[src/rtl/riscv_pkg.sv]
// Shared fetch-path definitions: FSM state encoding, NOP encoding and PC step.
package riscv_pkg;

  typedef enum logic [1:0] {
    RST_IDLE = 2'd0,
    REQ      = 2'd1,
    WAIT     = 2'd2,
    HOLD     = 2'd3
  } fetch_state_e;

  localparam logic [31:0] NOP_INSN = 32'h0000_0013;
  localparam int unsigned PC_INC   = 4;

endpackage

[src/rtl/pc_next_sel.sv]
// Next-PC selection: trap vector outranks redirect target, else sequential pc+4.
// Optional macro PC_FETCH_MISALIGN_CHECK_EN: a misaligned target is rejected and
// flagged instead of being loaded; without it the low two bits are cleared.
module pc_next_sel
  import riscv_pkg::*;
#(
  parameter int XLEN = 32
) (
  input  logic [XLEN-1:0] pc,
  input  logic            trap_req,
  input  logic [XLEN-1:0] trap_vec,
  input  logic            redirect_valid,
  input  logic [XLEN-1:0] redirect_pc,
  output logic            tgt_take,
  output logic [XLEN-1:0] tgt_pc,
  output logic [XLEN-1:0] seq_pc,
  output logic            misalign
);

  logic            req_any;
  logic [XLEN-1:0] raw_tgt;

  // Priority mux and target qualification.
  always_comb begin
    req_any = trap_req | redirect_valid;
    raw_tgt = trap_req ? trap_vec : redirect_pc;
    seq_pc  = pc + XLEN'(PC_INC);
`ifdef PC_FETCH_MISALIGN_CHECK_EN
    misalign = req_any && (raw_tgt[1:0] != 2'b00);
    tgt_take = req_any && !misalign;
    tgt_pc   = raw_tgt;
`else
    misalign = 1'b0;
    tgt_take = req_any;
    tgt_pc   = raw_tgt & ~XLEN'(3);
`endif
  end

endmodule

[src/rtl/pc_fetch_ctrl.sv]
// Instruction fetch controller: one outstanding imem request, single-entry
// instruction buffer toward decode, redirect/trap handling with response kill.
// Optional macro PC_FETCH_MISALIGN_CHECK_EN (see pc_next_sel).
//
// state    | meaning
// RST_IDLE | first cycle after reset, pc may still be redirected
// REQ      | imem_req high with imem_addr = pc, waiting for grant
// WAIT     | request accepted, waiting for imem_rvalid (kill drops it)
// HOLD     | inst_valid high, waiting for dec_ready
module pc_fetch_ctrl
  import riscv_pkg::*;
#(
  parameter int              XLEN         = 32,
  parameter logic [XLEN-1:0] RESET_VECTOR = 32'h0000_0000
) (
  input  logic            clk,
  input  logic            rst_n,
  input  logic            redirect_valid,
  input  logic [XLEN-1:0] redirect_pc,
  input  logic            trap_req,
  input  logic [XLEN-1:0] trap_vec,
  output logic            imem_req,
  output logic [XLEN-1:0] imem_addr,
  input  logic            imem_gnt,
  input  logic            imem_rvalid,
  input  logic [31:0]     imem_rdata,
  output logic            inst_valid,
  output logic [31:0]     inst,
  output logic [XLEN-1:0] inst_pc,
  input  logic            dec_ready,
  output logic            pc_misalign
);

  fetch_state_e    state_q, state_d;
  logic [XLEN-1:0] pc_q, pc_d;
  logic [31:0]     inst_q;
  logic [XLEN-1:0] inst_pc_q;
  logic            kill_q, kill_d;
  logic            misalign_q;
  logic            cap_inst;

  logic            tgt_take;
  logic [XLEN-1:0] tgt_pc;
  logic [XLEN-1:0] seq_pc;
  logic            misalign;

  pc_next_sel #(.XLEN(XLEN)) u_next_sel (
    .pc             (pc_q),
    .trap_req       (trap_req),
    .trap_vec       (trap_vec),
    .redirect_valid (redirect_valid),
    .redirect_pc    (redirect_pc),
    .tgt_take       (tgt_take),
    .tgt_pc         (tgt_pc),
    .seq_pc         (seq_pc),
    .misalign       (misalign)
  );

  // State, pc and instruction buffer registers.
  always_ff @(posedge clk or negedge rst_n) begin
    if (!rst_n) begin
      state_q    <= RST_IDLE;
      pc_q       <= RESET_VECTOR;
      inst_q     <= NOP_INSN;
      inst_pc_q  <= '0;
      kill_q     <= 1'b0;
      misalign_q <= 1'b0;
    end else begin
      state_q    <= state_d;
      pc_q       <= pc_d;
      kill_q     <= kill_d;
      misalign_q <= misalign;
      if (cap_inst) begin
        inst_q    <= imem_rdata;
        inst_pc_q <= pc_q;
      end
    end
  end

  // Next-state, pc update and response kill decisions.
  always_comb begin
    state_d  = state_q;
    pc_d     = pc_q;
    kill_d   = kill_q;
    cap_inst = 1'b0;
    case (state_q)
      RST_IDLE: begin
        state_d = REQ;
        if (tgt_take) pc_d = tgt_pc;
      end
      REQ: begin
        // a grant coinciding with a redirect is dropped; the new address is requested next
        if (tgt_take)      pc_d    = tgt_pc;
        else if (imem_gnt) state_d = WAIT;
      end
      WAIT: begin
        if (tgt_take) pc_d = tgt_pc;
        if (imem_rvalid) begin
          kill_d = 1'b0;
          if (tgt_take || kill_q) begin
            state_d = REQ;
          end else begin
            cap_inst = 1'b1;
            state_d  = HOLD;
          end
        end else if (tgt_take) begin
          kill_d = 1'b1;
        end
      end
      HOLD: begin
        if (tgt_take) begin
          pc_d    = tgt_pc;
          state_d = REQ;
        end else if (dec_ready) begin
          pc_d    = seq_pc;
          state_d = REQ;
        end
      end
      default: state_d = RST_IDLE;
    endcase
  end

  assign imem_req    = (state_q == REQ);
  assign imem_addr   = pc_q;
  assign inst_valid  = (state_q == HOLD);
  assign inst        = inst_q;
  assign inst_pc     = inst_pc_q;
  assign pc_misalign = misalign_q;

endmodule

[config.mk]
export PLATFORM = sky130hd
export DESIGN_NAME = pc_fetch_ctrl
export DESIGN_NICKNAME = d
export VERILOG_FILES = /design/src/rtl/riscv_pkg.sv /design/src/rtl/pc_next_sel.sv /design/src/rtl/pc_fetch_ctrl.sv
export SDC_FILE = /design/constraint.sdc
export NUM_CORES = 1
export LEC_CHECK = 0
export BUFFER_PORTS_ARGS = -buffer_cell sky130_fd_sc_hd__buf_2
export CAP_MARGIN = 20
export CORE_ASPECT_RATIO = 1.2
export CORE_MARGIN = 2
export CORE_UTILIZATION = 44
export CTS_CLUSTER_SIZE = 20
export DETAILED_ROUTE_END_ITERATION = 8
export GPL_ROUTABILITY_DRIVEN = 1
export PLACE_DENSITY = 0.87
export SLEW_MARGIN = 30
export SYNTH_ARGS = -nofsm -noshare
export SYNTH_HDL_FRONTEND = slang
export SYNTH_SLANG_ARGS = --single-unit
[constraint.sdc]
create_clock -name clk -period 1.8 [get_ports clk]
set_input_delay 0.36 -clock clk [delete_from_list [all_inputs] [get_ports clk]]
set_output_delay 0.36 -clock clk [all_outputs]
set_load 0.01 [all_outputs]
==> metrics.txt <==
setup violators final=0; fraction of layout cells with a size suffix above 1=between 50% and 60%; Post-synth EDFFs=0; I/O Buffers=between 150 and 200; power consumption=roughly 8.3 mW; router iterations before antenna repair=5; post-synthesis adder-cell area fraction=between 1.5 and 2%; critical path type=register to register; share of power burned in registers=39.7%; maximum VDD drop=between 0.5 and 0.6 mV; first-pass GRT wire length=roughly 22000 µm; Comb power frac=between 30% and 40%; multi-input logic area=around 0.0024 mm²; multiplexer share of the synthesized area=between 10% and 20%; Net Switching=slightly below 3 mW; H-tree depth=3; Tmin final=1.80 ns; f_max=about 0.56 GHz; crit-path max FO=5; clock share of power=a little over a fifth; Reg clk slew, reported paths=roughly 0.070 ns; post-route ant nets=0; largest family of logic cells by synthesized area=multiplexers; Critical Path RT=slightly above 2 ns; IO Pins=about 200; Num CTS Buffers=9; Endpoint, Worst Hold=inst[12]; Pins Over Slew Limit=0; crit path DAT=about 2 ns; Area Overhead vs Synth=44.9%; unrepaired setup endpoints after global routing=yes; post-synthesis simple-gate area fraction=around an eighth; post-synthesis async set-or-reset flop share=100%; dpl hpwl=~10000 µm; hold crit path type=input pin to register; Tcrit/Tclk final=~100%; number of global-route vias before repair=about 4600; via count=approximately 4600; static leakage=~3.5 nW; WP buf/inv=0; GRT Total Usage=23.0%; DR DRC count=0; synthesized cell area=roughly 0.0048 mm²; Final Hold Vio Count=0; R2R depth=5; Post-Route WL=~14000 µm; Seq/Total Area, Yosys=between 40% and 50%; Compound-Gate Fraction of Synth Area=roughly 14%; synthesis warning total=0; status=finished clean; Int Power=5.43 mW; # rows=between 40 and 50; register area=0.00239 mm²; layout net count=approximately 790; Placer Congestion=0.913; initial DRC count=about 320; fillers=790; Hold Crit Start=imem_rdata[12]; Post-Synthesis Cells=around 430; worst r2r src=imem_addr[11]; reg2reg setup slack=between 0.004 and 0.005 ns; Max Cap Viol=0; CTS max path bufs=2; antenna diode count=0; pin count of the biggest net entering global routing=34; Cell Area, Placed=0.00635 mm²; type of origin of the critical path=register; design area=0.00692 mm²; clk_skew=a little over 0.01 ns; xor/xnor share of the synthesized area=0%; Cell Pwr Density=around 1200 mW/mm²; Die X=between 90 and 100 µm; kind of end point of the critical path=register; Clock Latency Late Sink=approximately 0.34 ns; gr ovfl total=0; initial antenna violation count=0; Top FF cell, synth=dfrtp_1; switching portion of total power=34.7%; Reg-to-Reg End=imem_addr[25]; Clock Sinks=95; Routed wire per std cell=around 17 µm; Via density=roughly 5.6; core footprint=between 0.01 and 0.015 mm²; Initial Util=between 40% and 50%; Yosys reg bits=between 90 and 100; CP cell instances=nand3_4, or4_4, nor4_4, nand3_1, nor3b_2; slowest stage cell, crit path=or4_4; synthesized area per cell=between 10 and 15 µm²; crit-path leading delay family=simple AND/OR/NAND/NOR gates; CTS root buf=clkbuf_16; CTS tree=yes; Die Area=0.0117 mm²; Crit path largest cell delay=around 0.6 ns; synth unique cells=between 50 and 60; Worst Hold Depth=2; Die Y=about 120 µm
==> cell usage after synthesis (3+ instances only) <==
cell / instances / share of area, %
o31ai_1: 4 / 0.63
nor2b_1: 7 / 0.92
inv_1: 9 / 0.71
clkbuf_1: 16 / 1.3
nor2_1: 26 / 2.0
a311oi_1: 9 / 1.7
nand4_1: 6 / 0.79
and2_1: 4 / 0.52
a21oi_1: 33 / 3.5
o21ai_0: 11 / 1.2
buf_4: 5 / 0.79
o22ai_1: 8 / 1.0
buf_1: 4 / 0.31
a211oi_1: 10 / 1.6
dfstp_2: 3 / 1.7
dfrtp_1: 92 / 48
nor3_1: 11 / 1.2
mux2i_1: 7 / 1.5
ha_1: 6 / 1.6
o21a_1: 3 / 0.47
mux2_2: 70 / 17
and4_1: 3 / 0.55
a221oi_1: 3 / 0.55
nand3_1: 11 / 1.2
and3_1: 3 / 0.39
nand2_1: 27 / 2.1
o22a_1: 5 / 0.92
==> kinds of logic (layout without fill, tap and decap cells) <==
group / after synthesis / in the layout
mux: 77 / 77
fa+ha+maj: 6 / 6
buf+inv: 35 / 291
simple gates: 114 / 114
compound gates: 100 / 100
flops: 95 / 95
other cells: 1 / 5
==> how the worst max path moves through the flow <==
stage	from	end	slack (ns)	cells after the start
global route	imem_addr[3]	imem_addr[22]	-0.06	6
global placement	imem_addr[9]	imem_addr[29]	0.009	6
finish	imem_addr[11]	imem_addr[25]	0.004	5
CTS	imem_addr[2]	imem_addr[22]	-0.002	6
floorplan	state_q[0]	inst[10]	0.001	7
detailed placement	state_q[0]	inst[27]	-0.06	7
==> power by group through the flow <==
stage	Combinational, mW	Sequential [mW]	Clock (mW)
2_1_floorplan	1.16	3.66	0
3_3_place_gp	2.94	3.24	0
3_5_place_dp	3.04	3.30	0
4_1_cts	3.07	3.27	1.83
5_1_grt	3.49	3.39	1.90
6_report	3.22	3.30	1.80
==> sequential cells by signal, indices dropped and copies added, names as in the netlist <==
register,flops
kill_q,1
imem_addr,30
inst,32
state_q,2
inst_pc,30
==> routing by layer <==
metal  GRT usage [%]  wire, µm
met5               0         0
met4            10.1       388
met3            2.97       957
met2            40.2      7410
met1            28.1      5520
==> layout by cell type, fill, tap and decap left out, drive strengths merged, types with 3 or more instances in the layout <==
cell,netlist,layout
nand4,7,7
dfrtp,92,92
nand3,11,11
nor4,6,6
mux2,70,70
o22a,5,5
buf,10,264
ha,6,6
o21a,3,3
and3,3,3
a211oi,10,10
o31ai,4,4
nor2b,7,7
nor2,27,27
and4,3,3
and2,4,4
o22ai,8,8
nor3,13,13
conb,1,5
a21oi,33,33
inv,9,9
o21ai,12,12
dfstp,3,3
a221oi,3,3
clkbuf,16,13
mux2i,7,7
nand2,27,27
a311oi,9,9
==> layout make-up <==
cell class,count,share of cell area [%]
Inverter,9,0.488
Sequential cell,95,34.5
Timing Repair Buffer,266,23.3
Tap cell,129,2.33
Clock buffer,12,3.56
Clock inverter,4,0.470
Multi-Input combinational cell,302,35.4
==> stage by stage <==
| stage | setup WS, ns | instances | hold slack, ns | util (%) | TNS, ns |
|---|---|---|---|---|---|
| after floorplan | 0.00109 | 432 | 0.0644 | - | 0 |
| after global placement | 0.00876 | 793 | 0.299 | 60.1 | 0 |
| after detailed placement | -0.0631 | 793 | 0.315 | 60.1 | -2.87 |
| after CTS | -0.00222 | 811 | 0.227 | 63.2 | -0.00222 |
| after global routing | -0.0648 | 817 | 0.246 | 65.5 | -0.729 |
| final | 0.00447 | 817 | 0.249 | 65.5 | 0 |
==> what timing repair did <==
action,CTS,global route
endpoints found under the setup margin,75,86
pin swaps,2,8
endpoints found under the hold margin,22,0
buffers inserted,1,6
gates resized for setup,6,39
gates cloned,0,1
hold buffers,1,0
Power figures use the tool's default switching activity.
